===== config.mk =====
export PLATFORM = sky130hd
export DESIGN_NAME = change_dispenser_flat
export DESIGN_NICKNAME = d
export VERILOG_FILES = /design/src/rtl/change_dispenser_pkg.sv /design/src/rtl/change_dispenser_if.sv /design/src/rtl/change_dispenser_denom_picker.sv /design/src/rtl/change_dispenser.sv /design/src/flat_wrapper.sv
export SDC_FILE = /design/constraint.sdc
export NUM_CORES = 1
export LEC_CHECK = 0
export BUFFER_PORTS_ARGS = -buffer_cell sky130_fd_sc_hd__buf_2
export CORE_MARGIN = 1.5
export CORE_UTILIZATION = 56
export DETAILED_ROUTE_END_ITERATION = 16
export PLACE_DENSITY_LB_ADDON = 0.12
export SLEW_MARGIN = 25
export SYNTH_ARGS = -nofsm -noshare
export SYNTH_HDL_FRONTEND = slang
export SYNTH_SLANG_ARGS = --single-unit

===== constraint.sdc =====
create_clock -name clk -period 3.1 [get_ports clk]
set_input_delay 0.465 -clock clk [delete_from_list [all_inputs] [get_ports clk]]
set_output_delay 0.465 -clock clk [all_outputs]
set_load 0.01 [all_outputs]

===== src/rtl/change_dispenser_pkg.sv =====
// Shared types for the change dispenser: coin denomination codes and values,
// FSM state encoding, and a code-to-value helper.
// Optional build macro used by the design: COIN_INVENTORY_EN.
package vend_pkg;

  // Denomination codes as driven on coin_sel
  typedef enum logic [1:0] {
    COIN_NONE = 2'b00,
    COIN_1    = 2'b01,
    COIN_5    = 2'b10,
    COIN_10   = 2'b11
  } coin_e;

  // Dollar value of each denomination
  localparam logic [7:0] VAL_NONE = 8'd0;
  localparam logic [7:0] VAL_1    = 8'd1;
  localparam logic [7:0] VAL_5    = 8'd5;
  localparam logic [7:0] VAL_10   = 8'd10;

  // Dispenser control states
  typedef enum logic [2:0] {
    S_IDLE   = 3'd0,
    S_SELECT = 3'd1,
    S_REQ    = 3'd2,
    S_GAP    = 3'd3,
    S_DONE   = 3'd4,
    S_FAULT  = 3'd5
  } state_e;

  // Map a denomination code to its dollar value
  function automatic logic [7:0] coin_value(input coin_e c);
    logic [7:0] v;
    case (c)
      COIN_1:  v = VAL_1;
      COIN_5:  v = VAL_5;
      COIN_10: v = VAL_10;
      default: v = VAL_NONE;
    endcase
    return v;
  endfunction

endpackage


===== src/rtl/change_dispenser_if.sv =====
// Bus between the vending controller / coin hopper (master) and the change
// dispenser (slave). With COIN_INVENTORY_EN the refill pulse is added.
interface change_dispenser_if;

  // controller -> dispenser
  logic       start;
  logic [7:0] paid;
  logic [7:0] price;
  // hopper -> dispenser
  logic       coin_ack;
`ifdef COIN_INVENTORY_EN
  logic       refill;
`endif
  // dispenser -> hopper / display / controller
  logic       coin_req;
  logic [1:0] coin_sel;
  logic [7:0] change_left;
  logic       busy;
  logic       done;
  logic       err_underpay;
  logic       fault;

  modport master (
    output start, paid, price, coin_ack,
`ifdef COIN_INVENTORY_EN
    output refill,
`endif
    input  coin_req, coin_sel, change_left, busy, done, err_underpay, fault
  );

  modport slave (
    input  start, paid, price, coin_ack,
`ifdef COIN_INVENTORY_EN
    input  refill,
`endif
    output coin_req, coin_sel, change_left, busy, done, err_underpay, fault
  );

endinterface


===== src/rtl/change_dispenser_denom_picker.sv =====
// Combinational denomination chooser: largest coin that fits the remaining
// change. With COIN_INVENTORY_EN an empty tube is skipped and the next smaller
// denomination is tried; $1 coins are never exhausted.
module denom_picker
  import vend_pkg::*;
(
  input  logic [7:0] i_change,
`ifdef COIN_INVENTORY_EN
  input  logic       i_empty10,
  input  logic       i_empty5,
`endif
  output coin_e      o_sel,
  output logic       o_zero
);

  logic w_use10;
  logic w_use5;

`ifdef COIN_INVENTORY_EN
  assign w_use10 = (i_change >= VAL_10) && !i_empty10;
  assign w_use5  = (i_change >= VAL_5)  && !i_empty5;
`else
  assign w_use10 = (i_change >= VAL_10);
  assign w_use5  = (i_change >= VAL_5);
`endif

  // Priority pick: $10, then $5, then $1, none when nothing is owed
  always_comb begin
    o_sel  = COIN_NONE;
    o_zero = (i_change == 8'd0);
    if (w_use10) begin
      o_sel = COIN_10;
    end else if (w_use5) begin
      o_sel = COIN_5;
    end else if (i_change >= VAL_1) begin
      o_sel = COIN_1;
    end
  end

endmodule


===== src/rtl/change_dispenser.sv =====
// Change dispenser: on start computes paid - price and pays it out through the
// coin hopper one coin at a time, largest denomination first, with an ack
// timeout that latches a sticky fault and a fixed idle gap between coins.
// Optional build macro: COIN_INVENTORY_EN (refill input, per-tube counters for
// $10 and $5 coins).
module change_dispenser
  import vend_pkg::*;
#(
  parameter int ACK_TIMEOUT = 255,  // 1..255 cycles of coin_req before FAULT
  parameter int GAP_CYCLES  = 4     // 1..15 idle cycles between coins
`ifdef COIN_INVENTORY_EN
  ,
  parameter int TUBE10_INIT = 20,
  parameter int TUBE5_INIT  = 20
`endif
) (
  input  logic                 clk,
  input  logic                 reset,   // synchronous, active low
  change_dispenser_if.slave    bus
);

  // Last counter values before the REQ timeout / end of GAP
  localparam logic [7:0] TMO_LAST = 8'(ACK_TIMEOUT - 1);
  localparam logic [3:0] GAP_LAST = 4'(GAP_CYCLES - 1);

  state_e      r_state;
  coin_e       r_coin_sel;
  logic        r_coin_req;
  logic [7:0]  r_change_left;
  logic        r_busy;
  logic        r_done;
  logic        r_err_underpay;
  logic        r_fault;
  logic [7:0]  r_tmo;
  logic [3:0]  r_gap;

  coin_e       w_pick_sel;
  logic        w_pick_zero;

`ifdef COIN_INVENTORY_EN
  localparam logic [7:0] CNT10_INIT = 8'(TUBE10_INIT);
  localparam logic [7:0] CNT5_INIT  = 8'(TUBE5_INIT);

  logic [7:0]  r_cnt10;
  logic [7:0]  r_cnt5;
  logic        w_empty10;
  logic        w_empty5;
  logic        w_coin_taken;

  assign w_empty10    = (r_cnt10 == 8'd0);
  assign w_empty5     = (r_cnt5 == 8'd0);
  assign w_coin_taken = (r_state == S_REQ) && bus.coin_ack;

  // Tube inventory: reload on reset or refill, count down on each acked coin
  always_ff @(posedge clk) begin
    if (!reset) begin
      r_cnt10 <= CNT10_INIT;
      r_cnt5  <= CNT5_INIT;
    end else if (bus.refill) begin
      r_cnt10 <= CNT10_INIT;
      r_cnt5  <= CNT5_INIT;
    end else if (w_coin_taken) begin
      if (r_coin_sel == COIN_10) begin
        r_cnt10 <= r_cnt10 - 8'd1;
      end
      if (r_coin_sel == COIN_5) begin
        r_cnt5 <= r_cnt5 - 8'd1;
      end
    end
  end
`endif

  denom_picker u_picker (
    .i_change  (r_change_left),
`ifdef COIN_INVENTORY_EN
    .i_empty10 (w_empty10),
    .i_empty5  (w_empty5),
`endif
    .o_sel     (w_pick_sel),
    .o_zero    (w_pick_zero)
  );

  // Control FSM with all outputs registered
  always_ff @(posedge clk) begin
    if (!reset) begin
      r_state        <= S_IDLE;
      r_coin_sel     <= COIN_NONE;
      r_coin_req     <= 1'b0;
      r_change_left  <= 8'd0;
      r_busy         <= 1'b0;
      r_done         <= 1'b0;
      r_err_underpay <= 1'b0;
      r_fault        <= 1'b0;
      r_tmo          <= 8'd0;
      r_gap          <= 4'd0;
    end else begin
      // single-cycle pulses default low
      r_done         <= 1'b0;
      r_err_underpay <= 1'b0;
      case (r_state)
        S_IDLE: begin
          if (bus.start) begin
            if (bus.paid >= bus.price) begin
              r_change_left <= bus.paid - bus.price;
              r_busy        <= 1'b1;
              r_state       <= S_SELECT;
            end else begin
              r_err_underpay <= 1'b1;
            end
          end
        end
        S_SELECT: begin
          if (w_pick_zero) begin
            r_done        <= 1'b1;
            r_change_left <= 8'd0;
            r_state       <= S_DONE;
          end else begin
            r_coin_sel <= w_pick_sel;
            r_coin_req <= 1'b1;
            r_tmo      <= 8'd0;
            r_state    <= S_REQ;
          end
        end
        S_REQ: begin
          if (bus.coin_ack) begin
            r_change_left <= r_change_left - coin_value(r_coin_sel);
            r_coin_req    <= 1'b0;
            r_coin_sel    <= COIN_NONE;
            r_gap         <= 4'd0;
            r_state       <= S_GAP;
          end else if (r_tmo == TMO_LAST) begin
            // hopper never answered: keep the undispensed amount visible
            r_coin_req <= 1'b0;
            r_coin_sel <= COIN_NONE;
            r_busy     <= 1'b0;
            r_fault    <= 1'b1;
            r_state    <= S_FAULT;
          end else begin
            r_tmo <= r_tmo + 8'd1;
          end
        end
        S_GAP: begin
          if (r_gap == GAP_LAST) begin
            r_state <= S_SELECT;
          end else begin
            r_gap <= r_gap + 4'd1;
          end
        end
        S_DONE: begin
          r_busy  <= 1'b0;
          r_state <= S_IDLE;
        end
        S_FAULT: begin
          // sticky until reset; start and coin_ack have no effect
          r_state <= S_FAULT;
        end
        default: begin
          r_state <= S_IDLE;
        end
      endcase
    end
  end

  assign bus.coin_req     = r_coin_req;
  assign bus.coin_sel     = r_coin_sel;
  assign bus.change_left  = r_change_left;
  assign bus.busy         = r_busy;
  assign bus.done         = r_done;
  assign bus.err_underpay = r_err_underpay;
  assign bus.fault        = r_fault;

endmodule


===== src/flat_wrapper.sv =====
// flat-port wrapper written by rule: the top's interface ports become plain ports
module change_dispenser_flat import vend_pkg::*;
#(
  parameter int ACK_TIMEOUT = 255,                                           
  parameter int GAP_CYCLES  = 4                                       

)
  (clk, reset, bus_start, bus_paid, bus_price, bus_coin_ack, bus_coin_req, bus_coin_sel, bus_change_left, bus_busy, bus_done, bus_err_underpay, bus_fault);
  change_dispenser_if bus_i ();
  input  logic clk;
  input  logic reset;
  input wire logic [$bits(bus_i.start)-1:0] bus_start;
  input wire logic [$bits(bus_i.paid)-1:0] bus_paid;
  input wire logic [$bits(bus_i.price)-1:0] bus_price;
  input wire logic [$bits(bus_i.coin_ack)-1:0] bus_coin_ack;
  output wire logic [$bits(bus_i.coin_req)-1:0] bus_coin_req;
  output wire logic [$bits(bus_i.coin_sel)-1:0] bus_coin_sel;
  output wire logic [$bits(bus_i.change_left)-1:0] bus_change_left;
  output wire logic [$bits(bus_i.busy)-1:0] bus_busy;
  output wire logic [$bits(bus_i.done)-1:0] bus_done;
  output wire logic [$bits(bus_i.err_underpay)-1:0] bus_err_underpay;
  output wire logic [$bits(bus_i.fault)-1:0] bus_fault;
  assign bus_i.start = bus_start;
  assign bus_i.paid = bus_paid;
  assign bus_i.price = bus_price;
  assign bus_i.coin_ack = bus_coin_ack;
  assign bus_coin_req = bus_i.coin_req;
  assign bus_coin_sel = bus_i.coin_sel;
  assign bus_change_left = bus_i.change_left;
  assign bus_busy = bus_i.busy;
  assign bus_done = bus_i.done;
  assign bus_err_underpay = bus_i.err_underpay;
  assign bus_fault = bus_i.fault;
  change_dispenser #(.ACK_TIMEOUT(ACK_TIMEOUT), .GAP_CYCLES(GAP_CYCLES)) u_core (.clk(clk), .reset(reset), .bus(bus_i));
endmodule

==> Word level (Yosys, flattened, before mapping) <==
Cells that the tools add are included.
{ "classes": {"addsub": 4, "order_cmp": 4, "n_eq_ne": 21, "mux": 40, "bitwise": 1, "n_reduce_logical": 15} }
{ "op_table": {"columns": ["cell", "count"], "rows": [
  ["$mux 8", 10],
  ["$pmux 8 s3", 1],
  ["$mux 3", 6],
  ["$pmux 8 s2", 1],
  ["$sub 8x8->8", 2],
  ["$pmux 3 s5", 1],
  ["$ne 2x2->1 const B", 7],
  ["$pmux 4 s3", 1],
  ["$reduce_and 3->1", 4],
  ["$mux 2", 5],
  ["$reduce_and 5->1", 2],
  ["$mux 1", 9],
  ["$add 8x1->8 const B", 1],
  ["$eq 8x8->1 const B", 1],
  ["$ge 8x1->1 const B", 1],
  ["$ge 8x3->1 const B", 1],
  ["$ge 8x4->1 const B", 1],
  ["$ge 8x8->1", 1],
  ["$logic_not 8->1", 1],
  ["$mux 4", 2],
  ["$pmux 4 s2", 1],
  ["$reduce_and 4->1", 2],
  ["$eq 3x2->1 const B", 2],
  ["$eq 3x3->1 const B", 2],
  ["15 further kinds", 20]
]} }
{ "word_totals": {"reg_bits": 30, "in_bits": 20, "wordCells": 95} }

==> Longest topological paths before layout <==
{ "logic_depth": {"depth_word": 8, "ltp_mapped": 12, "ltp_nobuf": 12} }

==> Cells and area by module <==
From an unflattened synthesis, not the netlist that was laid out.
{ "unflattened": {"cells_unflattened": 257, "hier_area_um2": 2059.5} }
{ "by_module_without_submodules": {"columns": ["mod", "instances", "cells_per_inst", "area_each_um2", "seq_area_each_um2"], "rows": [
  ["change_dispenser", 1, 247, 1989.4, 600.6],
  ["denom_picker", 1, 10, 70.1, 0.0]
]} }

==> Least setup slack after synthesis <==
No wires, ideal clock.
{ "synth_path": {"path_type": "input -> register", "start": "input port bus_paid[0]", "end": "register u_core.r_change_left[2], in the netlist u_core.bus.change_left[2]", "setup_ps": 124, "arrival_time_ps": 2163, "required_time_ps": 2976, "path_slack_ps": 814, "stages": 10, "n_path_buf": 1, "cell_sequence": "inv_1 > ha_1 > fa_1 > nand2b_1 > a21oi_1 > o211a_1 > o211ai_1 > buf_2 > a221oi_1 > nor3_1"} }
{ "synth_between": {"elab_chain_len": 4, "word_cells_on_any_way": 7, "classes_between": "add/sub (1); order compare (1); eq/ne (1); mux (3); reduce/logical (1)"} }
{ "synth_lines": {"columns": ["item", "line_no", "rtl"], "rows": [
  ["start, declared", "flat_wrapper.sv:13", "input wire logic [$bits(bus_i.paid)-1:0] bus_paid;"],
  ["$sub 8x8->8", "change_dispenser.sv:104", "r_change_left <= bus.paid - bus.price;"],
  ["$mux 8", "change_dispenser.sv:103", "if (bus.paid >= bus.price) begin"],
  ["$mux 8", "change_dispenser.sv:102", "if (bus.start) begin"],
  ["$pmux 8 s3", "change_dispenser.sv:100", "case (r_state)"],
  ["end signal, assigned", "change_dispenser.sv:104", null],
  ["end signal, assigned", "change_dispenser.sv:126", "r_change_left <= r_change_left - coin_value(r_coin_sel);"],
  ["end, declared", "change_dispenser.sv:29", "logic [7:0] r_change_left;"]
]} }
Several ways; a longest one is shown, not always the timed one. The select of a mux whose other input is x is not followed.
A chain may end at the register's enable or synchronous reset.

==> Worst setup path after layout <==
{ "layout_path": {"start": "input port bus_price[0]", "end": "register u_core.r_change_left[3], in the netlist u_core.bus.change_left[3]"} }
{ "layout_between": {"elab_chain_len": 4, "word_cells_on_any_way": 7, "classes_between": "add/sub (1); order compare (1); eq/ne (1); mux (3); reduce/logical (1)"} }
{ "layout_lines": {"columns": ["item", "line_no", "rtl"], "rows": [
  ["start, declared", "flat_wrapper.sv:14", "input wire logic [$bits(bus_i.price)-1:0] bus_price;"],
  ["$sub 8x8->8", "change_dispenser.sv:104", null],
  ["$mux 8", "change_dispenser.sv:103", null],
  ["$mux 8", "change_dispenser.sv:102", null],
  ["$pmux 8 s3", "change_dispenser.sv:100", null]
]} }
Several ways; a longest one is shown, not always the timed one. The select of a mux whose other input is x is not followed.

==> flow_summary.toml <==
[finish]
layout.nets = 340
area_growth_from_synthesis_to_layout_pct = 13.34
drive_gt1_frac = 0.1523
antennaDiodeCount = 0
n_fill_cell = 341
design_area_mm2 = 0.002371

[grt]
grt_start_max_net_pins = 17
global_route.overflow_total = 0
grt.met3_usage = 0.04930
first_global_vias = 1865
grt_antenna_before_repair = 0
gr-usage-all-layers = 0.2543
wire_length_of_the_first_global_routing_pass_um = 8328
global_route.usage.met2 = 0.4089
gr-max-usage-layer = "met2"
grt_use_met1 = 0.3495

[setup_path]
crit_path_start_kind = "input port"
path_cells = "buf_2, ha_1, fa_1, nand2b_1, a21oi_1, o211a_1, o211ai_1, o311a_1"
endpoint_arrival_time_on_the_critical_path_ns = 2.59
critical-path-slowest-cell = "sky130_fd_sc_hd__o311a_1"
critPathRequiredTime_ns = 3.27
timing.reg2reg.worst_path_depth = 12
r2r_slack_ns = 0.69
worst-setup-path-type = "input port to flop"
critical_path_peak_fanout = 13
worst_flop_to_flop_path_startpoint = "u_core.bus.coin_sel[0]$_SDFFE_PN0P_"
r2r-end = "u_core.bus.change_left[4]$_SDFFE_PN0P_"
cp-end-kind = "flop"
crit_path_max_incr_delay_ns = 0.47

[worst_hold_path]
timing.hold.worst_path_depth = 3
worst_hold_path_type = "input port to flop"
min_from = "bus_start"
hold_crit_endpoint = "u_core.bus.err_underpay$_SDFF_PN0_"

[logic_synthesis]
netlist-cell-type-count = 49
synth-seq-cells = 30
fraction_of_the_yosys_area_taken_by_sequential_cells = 0.2871
synthTopCellsByArea = "sky130_fd_sc_hd__dfxtp_1, sky130_fd_sc_hd__ha_1, sky130_fd_sc_hd__nor2_1"
largest_area_contributor_in_the_netlist = "sky130_fd_sc_hd__dfxtp_1"
netlist.area_leader.share = 0.2871
syn-num-nets = 308
synthesis.area_mm2 = 0.002092
ys_async_sr_fraction = 0
ys_dominant_reg_cell = "sky130_fd_sc_hd__dfxtp_1"
postSynthCellCount = 269
synth_edf_count = 0
syn_avg_cell_area_um2 = 7.777
ys_warn_count = 0

[sta]
hold_violations = 0
layout_min_cycle_time_ns = 2.418
min_period_over_period = 0.7800
post-route-worst-setup-slack_ns = 0.6820
timing_max_transition_violations_final = 0
fmax_ghz = 0.4136
worst-slew-pin-transition_ns = 0.8943
hold-worst-slack_ns = 0.4295
rsz_0062_raised_after_global_routing = "no"
totalNegativeSetupSlack_ns = 0
endpoints_failing_setup = 0
worst_slew_margin_relative_to_its_limit = 0.4012
fin_worst_skew_ns = 0.006847

[drt]
route.detailed.vias_per_inst = 5.649
drtIter0Drc = 123
detail_route.wirelength_um = 4696
detailroute.via_count = 1977
postRouteAntennaNets = 0
drcViolationCount = 0
avgRoutedWirePerCell_um = 13.42
detail_route.first_pass.iterations = 4

[status]
result_of_the_run = "finished, final reports clean"

[clock_tree]
cts_root_buf = "sky130_fd_sc_hd__clkbuf_8"
cts_htree_levels = 2
clkLatencyLatePin_ns = 0.28
post_cts_resized = 0
cts_inserted_buffers = 5
post-cts-setup-buffer-count = 0
clkSinkCount = 30
cts.hold.buffers_added = 0
cts_buffer_depth = 2
clk_pin_slew_worst_paths_ns = 0.06
cts_tree = "done"

[power]
static-leakage-power_nw = 1.055
vdd.ir_drop.worst_uv = 300.7
power-per-cell-area_mw_per_mm2 = 478.6
total_power_mw = 1.135

[floorplanning]
initial_utilization = 0.5758
boundaryPins = 35
die_span_in_x_um = 64.12
placementRows = 22
floorplan.die.height_um = 64.12
die-area_mm2 = 0.004111
coreArea_mm2 = 0.003633

[placement]
place_congestion = 0.8901
placed_cell_area_mm2 = 0.002280
pre_cts_slack_ns = 0.4197
place_hpwl_um = 3580
io_buffer_count = 34

[job]
max_cap_violations = 0
[layout by cell type, fill, tap and decap left out, types with 9 or more instances in the layout]
master / Yosys / routed
sky130_fd_sc_hd__nor2_1: 40 / 40
sky130_fd_sc_hd__buf_2: 1 / 34
sky130_fd_sc_hd__dfxtp_1: 30 / 30
sky130_fd_sc_hd__a21oi_1: 23 / 23
sky130_fd_sc_hd__inv_1: 21 / 21
sky130_fd_sc_hd__ha_1: 17 / 17
sky130_fd_sc_hd__o21ai_0: 16 / 16
sky130_fd_sc_hd__nand2_1: 15 / 15
sky130_fd_sc_hd__nor3_1: 9 / 9
sky130_fd_sc_hd__xor2_1: 9 / 9
[cells in the mapped netlist, types with 2 or more instances]
cell and instances:
sky130_fd_sc_hd__a211oi_1 6, sky130_fd_sc_hd__a21o_1 2, sky130_fd_sc_hd__a21oi_1 23, sky130_fd_sc_hd__a31oi_1 3
sky130_fd_sc_hd__a32oi_1 2, sky130_fd_sc_hd__and3_1 4, sky130_fd_sc_hd__clkbuf_1 7, sky130_fd_sc_hd__dfxtp_1 30
sky130_fd_sc_hd__fa_1 2, sky130_fd_sc_hd__ha_1 17, sky130_fd_sc_hd__inv_1 21, sky130_fd_sc_hd__mux2i_1 4
sky130_fd_sc_hd__nand2_1 15, sky130_fd_sc_hd__nand2b_1 5, sky130_fd_sc_hd__nand3_1 4, sky130_fd_sc_hd__nand4_1 5
sky130_fd_sc_hd__nand4b_1 2, sky130_fd_sc_hd__nor2_1 40, sky130_fd_sc_hd__nor2b_1 4, sky130_fd_sc_hd__nor3_1 9
sky130_fd_sc_hd__o211ai_1 3, sky130_fd_sc_hd__o21a_1 6, sky130_fd_sc_hd__o21ai_0 16, sky130_fd_sc_hd__o31a_1 2
sky130_fd_sc_hd__o31ai_1 3, sky130_fd_sc_hd__or3_1 3, sky130_fd_sc_hd__xor2_1 9
[kinds of logic after synthesis]
group           count (synthesis)  synth area share
compound gates                 76            0.2351
xor+xnor                       10           0.04187
fa+ha+maj                      19            0.1208
buf+inv                        30           0.05802
flops                          30            0.2871
mux                             4           0.01914
simple gates                  100            0.2380
[sequential cells by signal, summed over array words and instances, names as in the netlist]
| register | flops |
|---|---|
| u_core.bus.change_left | 8 |
| u_core.r_tmo | 8 |
| u_core.r_gap | 4 |
| u_core.r_state | 3 |
| u_core.bus.coin_sel | 2 |
| u_core.bus.busy | 1 |
| u_core.bus.coin_req | 1 |
| u_core.bus.done | 1 |
| u_core.bus.err_underpay | 1 |
| u_core.bus.fault | 1 |
[area by class of cell]
cell class / count / area, um2 / area share
sequential: 30 / 600.6 / 0.2533
clock buffer: 7 / 86.33 / 0.03641
timing repair buffer: 34 / 170.2 / 0.07177
clock inverter: 1 / 5.005 / 0.002111
inverter: 21 / 78.83 / 0.03325
tap: 48 / 60.06 / 0.02533
multi-input combinational: 209 / 1370 / 0.5778
[worst max path at each step]
stage / endpoint / from / depth (start not counted)
5_1_grt: u_core.bus.change_left[4]$_SDFFE_PN0P_ / u_core.bus.coin_sel[0]$_SDFFE_PN0P_ / 12
2_1_floorplan: u_core.bus.change_left[2]$_SDFFE_PN0P_ / bus_paid[0] / 10
3_5_place_dp: u_core.bus.change_left[3]$_SDFFE_PN0P_ / bus_price[0] / 8
4_1_cts: u_core.bus.change_left[4]$_SDFFE_PN0P_ / u_core.bus.coin_sel[0]$_SDFFE_PN0P_ / 12
6_report: u_core.bus.change_left[3]$_SDFFE_PN0P_ / bus_price[0] / 8
3_3_place_gp: u_core.bus.change_left[3]$_SDFFE_PN0P_ / bus_price[0] / 8
[power by group]
part / total (mW) / internal [mW] / switching, mW
Sequential: 0.446 / 0.411 / 0.0350
Combinational: 0.361 / 0.152 / 0.210
Clock: 0.327 / 0.179 / 0.148
Total: 1.13 / 0.742 / 0.393
[metal layers]
layer / vias up / routed length, um
li1: 1023 / -
met1: 909 / 2346
met2: 40 / 2147
met3: 5 / 161
met4: 0 / 40
met5: - / 0
[metrics by stage]
stage                 util  instances
floorplan                -        269
global placement    0.6274        342
detailed placement  0.6274        342
CTS                 0.6525        350
global route        0.6525        350
finish              0.6525        350
[critical path: cells and delay by family]
kind            cells  cell delay, ns
fa+ha+maj           2            0.61
simple gates        1            0.18
compound gates      4            1.24
buf+inv             1            0.10
No activity file was read; power rests on OpenSTA's default activity.
